File: config.mk
export PLATFORM = sky130hd
export DESIGN_NAME = exec_unit_flat
export DESIGN_NICKNAME = d
export VERILOG_FILES = /design/src/rtl/cpu_pkg.sv /design/src/rtl/exec_unit_if.sv /design/src/rtl/mul8_iter.sv /design/src/rtl/exec_unit.sv /design/src/flat_wrapper.sv
export SDC_FILE = /design/constraint.sdc
export NUM_CORES = 1
export LEC_CHECK = 0
export ABC_AREA = 1
export BUFFER_PORTS_ARGS = -buffer_cell sky130_fd_sc_hd__clkbuf_2
export CAP_MARGIN = 30
export CORE_UTILIZATION = 45
export DETAILED_ROUTE_END_ITERATION = 10
export PLACE_DENSITY_LB_ADDON = 0.3
export REMOVE_ABC_BUFFERS = 1
export SETUP_SLACK_MARGIN = 0.2
export SYNTH_ARGS = -nofsm -noshare
export SYNTH_HDL_FRONTEND = slang
export SYNTH_SLANG_ARGS = --single-unit
File: constraint.sdc
create_clock -name clk -period 3.2 [get_ports clk]
set_input_delay 0.48 -clock clk [delete_from_list [all_inputs] [get_ports clk]]
set_output_delay 0.48 -clock clk [all_outputs]
set_load 0.01 [all_outputs]
File: src/rtl/cpu_pkg.sv
// Shared CPU definitions: datapath widths, opcode encodings, execute-stage states
// and the opcode write-enable classification used by the execute stage.
package cpu_pkg;

  localparam int DW      = 8;
  localparam int SHAMT_W = 3;

  typedef enum logic [3:0] {
    OP_ADD  = 4'd0,
    OP_ADC  = 4'd1,
    OP_SUB  = 4'd2,
    OP_AND  = 4'd3,
    OP_OR   = 4'd4,
    OP_XOR  = 4'd5,
    OP_PASS = 4'd6,
    OP_CMP  = 4'd7,
    OP_SHL  = 4'd8,
    OP_SHR  = 4'd9,
    OP_MUL  = 4'd10
  } op_t;

  typedef enum logic [1:0] {
    IDLE = 2'd0,
    RUN  = 2'd1,
    DONE = 2'd2
  } state_t;

  function automatic logic op_writes_reg(op_t op);
    case (op)
      OP_ADD, OP_ADC, OP_SUB, OP_AND, OP_OR, OP_XOR,
      OP_PASS, OP_SHL, OP_SHR, OP_MUL: return 1'b1;
      default:                         return 1'b0;
    endcase
  endfunction

  function automatic logic op_writes_carry(op_t op);
    case (op)
      OP_ADD, OP_ADC, OP_SUB, OP_SHL, OP_SHR, OP_MUL, OP_CMP: return 1'b1;
      default:                                               return 1'b0;
    endcase
  endfunction

endpackage

File: src/rtl/exec_unit_if.sv
// Controller/reg_file <-> execute-stage bundle: request, operands, handshake and
// write-back signals. The controller side is the master.
interface exec_unit_if;
  import cpu_pkg::*;

  logic          start;
  op_t           op;
  logic [DW-1:0] rs_val;
  logic [DW-1:0] rt_val;
  logic          cin;
  logic          busy;
  logic          done;
  logic [DW-1:0] write_data;
  logic          cout_data;
  logic          write_enable;
  logic          cout_write_enable;

  modport master (
    output start, op, rs_val, rt_val, cin,
    input  busy, done, write_data, cout_data, write_enable, cout_write_enable
  );

  modport slave (
    input  start, op, rs_val, rt_val, cin,
    output busy, done, write_data, cout_data, write_enable, cout_write_enable
  );

endinterface

File: src/rtl/mul8_iter.sv
// Iterative shift-add multiplier: load captures the operands, each step adds the
// shifted multiplicand when the current multiplier LSB is set.
module mul8_iter
  import cpu_pkg::*;
(
  input  logic            clk,
  input  logic            load,
  input  logic            step,
  input  logic [DW-1:0]   a,
  input  logic [DW-1:0]   b,
  output logic [2*DW-1:0] product_nxt
);

  logic [2*DW-1:0] mcand_q, mcand_d;
  logic [2*DW-1:0] prod_q, prod_d;
  logic [DW-1:0]   mplier_q, mplier_d;

  always_comb begin
    mcand_d  = mcand_q;
    mplier_d = mplier_q;
    prod_d   = prod_q;
    if (load) begin
      mcand_d  = {{DW{1'b0}}, a};
      mplier_d = b;
      prod_d   = '0;
    end else if (step) begin
      if (mplier_q[0]) prod_d = prod_q + mcand_q;
      mcand_d  = mcand_q << 1;
      mplier_d = mplier_q >> 1;
    end
    // Exposing the post-step value lets the caller capture the product on the last step.
    product_nxt = prod_d;
  end

  always_ff @(posedge clk) begin
    mcand_q  <= mcand_d;
    mplier_q <= mplier_d;
    prod_q   <= prod_d;
  end

endmodule

File: src/rtl/exec_unit.sv
// Execute stage: single-cycle ALU ops, iterative one-bit-per-cycle shifts and a
// shift-add multiply, with a start/busy/done handshake and reg_file write-back.
module exec_unit
  import cpu_pkg::*;
(
  input  logic       clk,
  input  logic       reset_n,
  exec_unit_if.slave bus
);

  localparam int CNT_W = $clog2(DW + 1);

  state_t           state_q, state_d;
  op_t              op_q, op_d;
  logic [DW-1:0]    acc_q, acc_d;
  logic [CNT_W-1:0] cnt_q, cnt_d;
  logic             sh_cout_q, sh_cout_d;
  logic [DW-1:0]    wd_q, wd_d;
  logic             co_q, co_d;

  logic             mul_load, mul_step;
  logic [2*DW-1:0]  mul_prod;
  logic [SHAMT_W-1:0] shamt_in;
  logic             start_multi;
  logic [DW:0]      alu_res;

  // {cout, result} for every op that completes in the accept cycle.
  function automatic logic [DW:0] alu_single(op_t op, logic [DW-1:0] a, logic [DW-1:0] b,
                                             logic c);
    logic [DW:0] r;
    case (op)
      OP_ADD:         r = {1'b0, a} + {1'b0, b};
      OP_ADC:         r = {1'b0, a} + {1'b0, b} + {{DW{1'b0}}, c};
      OP_SUB, OP_CMP: r = {(a < b), a - b};
      OP_AND:         r = {c, a & b};
      OP_OR:          r = {c, a | b};
      OP_XOR:         r = {c, a ^ b};
      OP_PASS:        r = {c, b};
      OP_SHL, OP_SHR: r = {1'b0, a};
      default:        r = '0;
    endcase
    return r;
  endfunction

  assign shamt_in    = bus.rt_val[SHAMT_W-1:0];
  assign start_multi = (bus.op == OP_MUL) ||
                       (((bus.op == OP_SHL) || (bus.op == OP_SHR)) && (shamt_in != '0));
  assign alu_res     = alu_single(bus.op, bus.rs_val, bus.rt_val, bus.cin);

  mul8_iter u_mul (
    .clk         (clk),
    .load        (mul_load),
    .step        (mul_step),
    .a           (bus.rs_val),
    .b           (bus.rt_val),
    .product_nxt (mul_prod)
  );

  always_comb begin
    state_d = state_q;
    case (state_q)
      IDLE:    if (bus.start) state_d = start_multi ? RUN : DONE;
      RUN:     if (cnt_q == CNT_W'(1)) state_d = DONE;
      DONE:    state_d = IDLE;
      default: state_d = IDLE;
    endcase
  end

  always_comb begin
    op_d      = op_q;
    acc_d     = acc_q;
    cnt_d     = cnt_q;
    sh_cout_d = sh_cout_q;
    wd_d      = wd_q;
    co_d      = co_q;
    mul_load  = 1'b0;
    mul_step  = 1'b0;
    case (state_q)
      IDLE: begin
        if (bus.start) begin
          op_d      = bus.op;
          acc_d     = bus.rs_val;
          sh_cout_d = 1'b0;
          cnt_d     = (bus.op == OP_MUL) ? CNT_W'(DW) : CNT_W'(shamt_in);
          mul_load  = (bus.op == OP_MUL);
          if (!start_multi) {co_d, wd_d} = alu_res;
        end
      end
      RUN: begin
        cnt_d = cnt_q - 1'b1;
        case (op_q)
          OP_SHL: begin
            acc_d     = acc_q << 1;
            sh_cout_d = acc_q[DW-1];
          end
          OP_SHR: begin
            acc_d     = acc_q >> 1;
            sh_cout_d = acc_q[0];
          end
          OP_MUL:  mul_step = 1'b1;
          default: ;
        endcase
        // Results are committed on the final RUN cycle so they appear together with done.
        if (cnt_q == CNT_W'(1)) begin
          if (op_q == OP_MUL) begin
            wd_d = mul_prod[DW-1:0];
            co_d = |mul_prod[2*DW-1:DW];
          end else begin
            wd_d = acc_d;
            co_d = sh_cout_d;
          end
        end
      end
      default: ;
    endcase
  end

  always_comb begin
    bus.busy              = (state_q != IDLE);
    bus.done              = (state_q == DONE);
    bus.write_data        = wd_q;
    bus.cout_data         = co_q;
    bus.write_enable      = (state_q == DONE) && op_writes_reg(op_q);
    bus.cout_write_enable = (state_q == DONE) && op_writes_carry(op_q);
  end

  always_ff @(posedge clk) begin
    if (!reset_n) begin
      state_q <= IDLE;
      op_q    <= OP_ADD;
      cnt_q   <= '0;
      wd_q    <= '0;
      co_q    <= 1'b0;
    end else begin
      state_q <= state_d;
      op_q    <= op_d;
      cnt_q   <= cnt_d;
      wd_q    <= wd_d;
      co_q    <= co_d;
    end
  end

  always_ff @(posedge clk) begin
    acc_q     <= acc_d;
    sh_cout_q <= sh_cout_d;
  end

endmodule

File: src/flat_wrapper.sv
// flat-port wrapper written by rule: the top's interface ports become plain ports
module exec_unit_flat import cpu_pkg::*;
  (clk, reset_n, bus_start, bus_op, bus_rs_val, bus_rt_val, bus_cin, bus_busy, bus_done, bus_write_data, bus_cout_data, bus_write_enable, bus_cout_write_enable);
  exec_unit_if bus_i ();
  input  logic clk;
  input  logic reset_n;
  input wire logic [$bits(bus_i.start)-1:0] bus_start;
  input wire logic [$bits(bus_i.op)-1:0] bus_op;
  input wire logic [$bits(bus_i.rs_val)-1:0] bus_rs_val;
  input wire logic [$bits(bus_i.rt_val)-1:0] bus_rt_val;
  input wire logic [$bits(bus_i.cin)-1:0] bus_cin;
  output wire logic [$bits(bus_i.busy)-1:0] bus_busy;
  output wire logic [$bits(bus_i.done)-1:0] bus_done;
  output wire logic [$bits(bus_i.write_data)-1:0] bus_write_data;
  output wire logic [$bits(bus_i.cout_data)-1:0] bus_cout_data;
  output wire logic [$bits(bus_i.write_enable)-1:0] bus_write_enable;
  output wire logic [$bits(bus_i.cout_write_enable)-1:0] bus_cout_write_enable;
  assign bus_i.start = bus_start;
  assign bus_i.op = bus_op;
  assign bus_i.rs_val = bus_rs_val;
  assign bus_i.rt_val = bus_rt_val;
  assign bus_i.cin = bus_cin;
  assign bus_busy = bus_i.busy;
  assign bus_done = bus_i.done;
  assign bus_write_data = bus_i.write_data;
  assign bus_cout_data = bus_i.cout_data;
  assign bus_write_enable = bus_i.write_enable;
  assign bus_cout_write_enable = bus_i.cout_write_enable;
  exec_unit u_core (.clk(clk), .reset_n(reset_n), .bus(bus_i));
endmodule
==> impl_results.md <==
* Run status: complete, no violations
* Synth Flop Type: dfxtp_1
* Leak Pwr at 3.18 nW
* Clock latency on the worst-skew pair at 0.34 ns
* Die height at about 110 um
* Max-slew violation count at 0
* Commonest non-fill, non-tap cell in the layout: nand2_1
* Drt first pass iters at 5
* Routed vias at 5488
* Pint at 1.76 mW
* Clk Tree Root Cell: clkbuf_16
* Tightest Pin Transition at 0.778 ns
* Area grow syn2layout at 10.4%
* Final Hold Slack at 0.484 ns
* Proportion of layout cells with a drive suffix above 1 at 0.107
* Slew HR at 0.478
* Initial antenna violation count at 0
* Seq/Total Area, Yosys at 0.291
* Antenna cells at 0
* Switching portion of total power at 0.338
* H-tree depth at 3
* Routability congestion estimate at between 0.9 and 1
* Number of max-cap violations at 0
* Core area at 12100 um^2
* Maximum number of pins on one net before global-route repair at 32
* CTS max path bufs at 2
* P per Cell Area at 430 nW/um^2
* Final Setup Violations at 0
* Post-route ant nets at 0
* EDFF count, synth at 25
* Final Hold Vio Count at 0
* Setup CP Type: reg -> reg
* Seq cells post-synth at between 60 and 70
* CP endpoint kind: flop
* Clk pwr share at 0.346
* Die area at 12900 um^2
* Leading area contributor after synthesis: dfxtp_1
* WL final at 15900 um
* Worst hold-check path type: reg -> reg
* Clock-pin slew on the worst setup and hold paths at 0.06 ns
* Post-synth top area share at 0.157
* Critical-path maximum fanout at 3
* # rows at 40
* Final HPWL DP at 12400 um
* Vias in the first global route at between 5k and 6k
* CTS tree: yes
* Cts repair resizes at 0
* Post-DR wirelength/cell at 15.4 um
* Initial DRC Count at 401
* Clk sink count at 69
* GRT Overall Usage at 0.258
* CP startpoint kind: flop
* Post-DR vias/cell at 5.30
* Fin nets at 934
* Worst Path Required at 3.44 ns
* Ranking of synthesized cells by area: dfxtp_1 16%, nand2_1 16%, edfxtp_1 13%
* Post-synthesis cell count at 830
* Yosys warning count at 0
* Max VDD drop at 0.265 mV
* CTS buffer count at 9
* Port Buf Inserts at 36
* Die Wd at 114 um
* Post-CTS setup buffer count at 0
* # DRC at 0
* Total Neg Setup Slack at 0 ns
* Hold-fix buffers, CTS at 0
* Most frequent cells in the layout: 233 x nand2_1, 130 x inv_1, 56 x nor2_1
* RSZ-0062 raised after global routing: false
* Initial core utilization at 0.465
* Placed Instances at slightly above 1k
* Mapped cell area at 5600 um^2
* Worst endpoint data arrival time at 2.65 ns
* Asr flop ratio synth at 0
* Min Tclk post-route at 2.41 ns
* Clock Skews at 0.00976 ns
* Synth Area per Inst at 6.75 um^2
* Sw Pwr at 0.899 mW
* Crit share post-route at 0.754
* Comb power frac at 0.258
* Flop pwr share at 0.396
* Overflow after GRT at 0
* I/O pins at 37
* Filler Cell Count at 1268
* First-pass GRT wire length at 25700 um
* Max Fclk at between 0.4 and 0.5 GHz
* Post-synthesis cell type count at 47
* Layout Cells excl Fill at 1036
-- through the flow --
stage	setup WS [ns]	area, um^2	power (mW)	util
after global routing	0.569	6180	2.81	0.513
after CTS	0.802	6180	2.68	0.513
after floorplan	0.888	5500	1.54	-
after global placement	0.537	5920	1.75	0.491
after detailed placement	0.510	5920	1.75	0.491
final	0.786	6180	2.66	0.513
-- final timing paths --
check / startpoint / endpoint / slack (ns) / depth (start not counted)
max: u_core.u_mul.mcand_q[0]$_SDFFCE_PN0P_ / u_core.bus.cout_data$_SDFFE_PN0P_ / 0.79 / 17
min reg2reg: u_core.u_mul.mcand_q[15]$_SDFFE_PP0P_ / u_core.u_mul.mcand_q[15]$_SDFFE_PP0P_ / 0.48 / 2
max reg2reg: u_core.u_mul.mcand_q[0]$_SDFFCE_PN0P_ / u_core.bus.cout_data$_SDFFE_PN0P_ / 0.79 / 17
min: u_core.u_mul.mcand_q[15]$_SDFFE_PP0P_ / u_core.u_mul.mcand_q[15]$_SDFFE_PP0P_ / 0.48 / 2
-- kinds of logic (layout without fill, tap and decap cells) --
| kind of cell | count (synthesis) | after routing | synth area share |
|---|---|---|---|
| buffers and inverters | 162 | 200 | 0.116 |
| DFF | 69 | 69 | 0.291 |
| xor gates and xnor gates | 10 | 10 | 0.0156 |
| adders and majority gates | 47 | 47 | 0.109 |
| and+or+nand+nor | 378 | 378 | 0.288 |
| AOI/OAI and AO/OA | 164 | 164 | 0.181 |
-- cells in the mapped netlist, drive strengths merged (2+ instances only) --
| cell | n |
|---|---|
| nand2 | 235 |
| inv | 143 |
| nor2 | 61 |
| o21ai | 58 |
| nand3 | 55 |
| a21oi | 47 |
| dfxtp | 44 |
| ha | 44 |
| edfxtp | 25 |
| o22ai | 15 |
| nand4 | 14 |
| o211ai | 11 |
| buf | 10 |
| clkbuf | 8 |
| o21a | 8 |
| xnor2 | 8 |
| nor3 | 7 |
| o221ai | 5 |
| a31oi | 4 |
| a211oi | 3 |
| a221oi | 3 |
| and2 | 3 |
| fa | 3 |
| o31ai | 3 |
| a21boi | 2 |
| a21o | 2 |
| o2111ai | 2 |
| or2 | 2 |
| xor2 | 2 |
-- state kept, by name (all words and copies together), names as in the netlist, named ones only --
name	cells
u_core.acc_q	8
u_core.bus.cout_data	1
u_core.bus.write_data	8
u_core.cnt_q	4
u_core.op_q	4
u_core.sh_cout_q	1
u_core.state_q	2
u_core.u_mul.mcand_q	16
u_core.u_mul.mplier_q	8
u_core.u_mul.prod_q	16
-- critical path, stage by stage, from the launching register on --
cell and delay [ns]:
edfxtp_1 0.36, ha_1 0.21, inv_1 0.07, fa_1 0.40, inv_1 0.11, nand3_1 0.07
nand3_1 0.15, nand3_1 0.14, nand4_1 0.13, nand3_1 0.10, nand2_1 0.09, inv_1 0.05
nor2_1 0.11, nand2_1 0.07, nand2_1 0.09, nand3_1 0.08, nand2_1 0.07, inv_1 0.04
-- layout make-up --
type / count / area (um^2) / area share
Multi-Input combinational cell: 599 / 3320 / 0.538
Sequential cell: 69 / 1630 / 0.264
Inverter: 144 / 541 / 0.0874
Clock buffer: 11 / 233 / 0.0376
Timing Repair Buffer: 40 / 210 / 0.0340
Tap cell: 168 / 210 / 0.0340
Clock inverter: 5 / 35.0 / 0.00566
-- per-layer routing --
layer | track usage | wire [um] | up-vias
li1 | - | - | 2786
met1 | 0.319 | 7010 | 2489
met2 | 0.441 | 7570 | 181
met3 | 0.0361 | 776 | 32
met4 | 0.125 | 556 | 0
met5 | 0 | 0 | -
-- power by group through the flow --
stage               sequential (mW)  combinational, mW  clock (mW)
finish                         1.05              0.686       0.920
global placement               1.07              0.675           0
global route                   1.06              0.776       0.976
floorplan                      1.06              0.484           0
detailed placement             1.07              0.678           0
CTS                            1.06              0.681       0.940
Note: power is estimated with default switching activity, not from simulation.
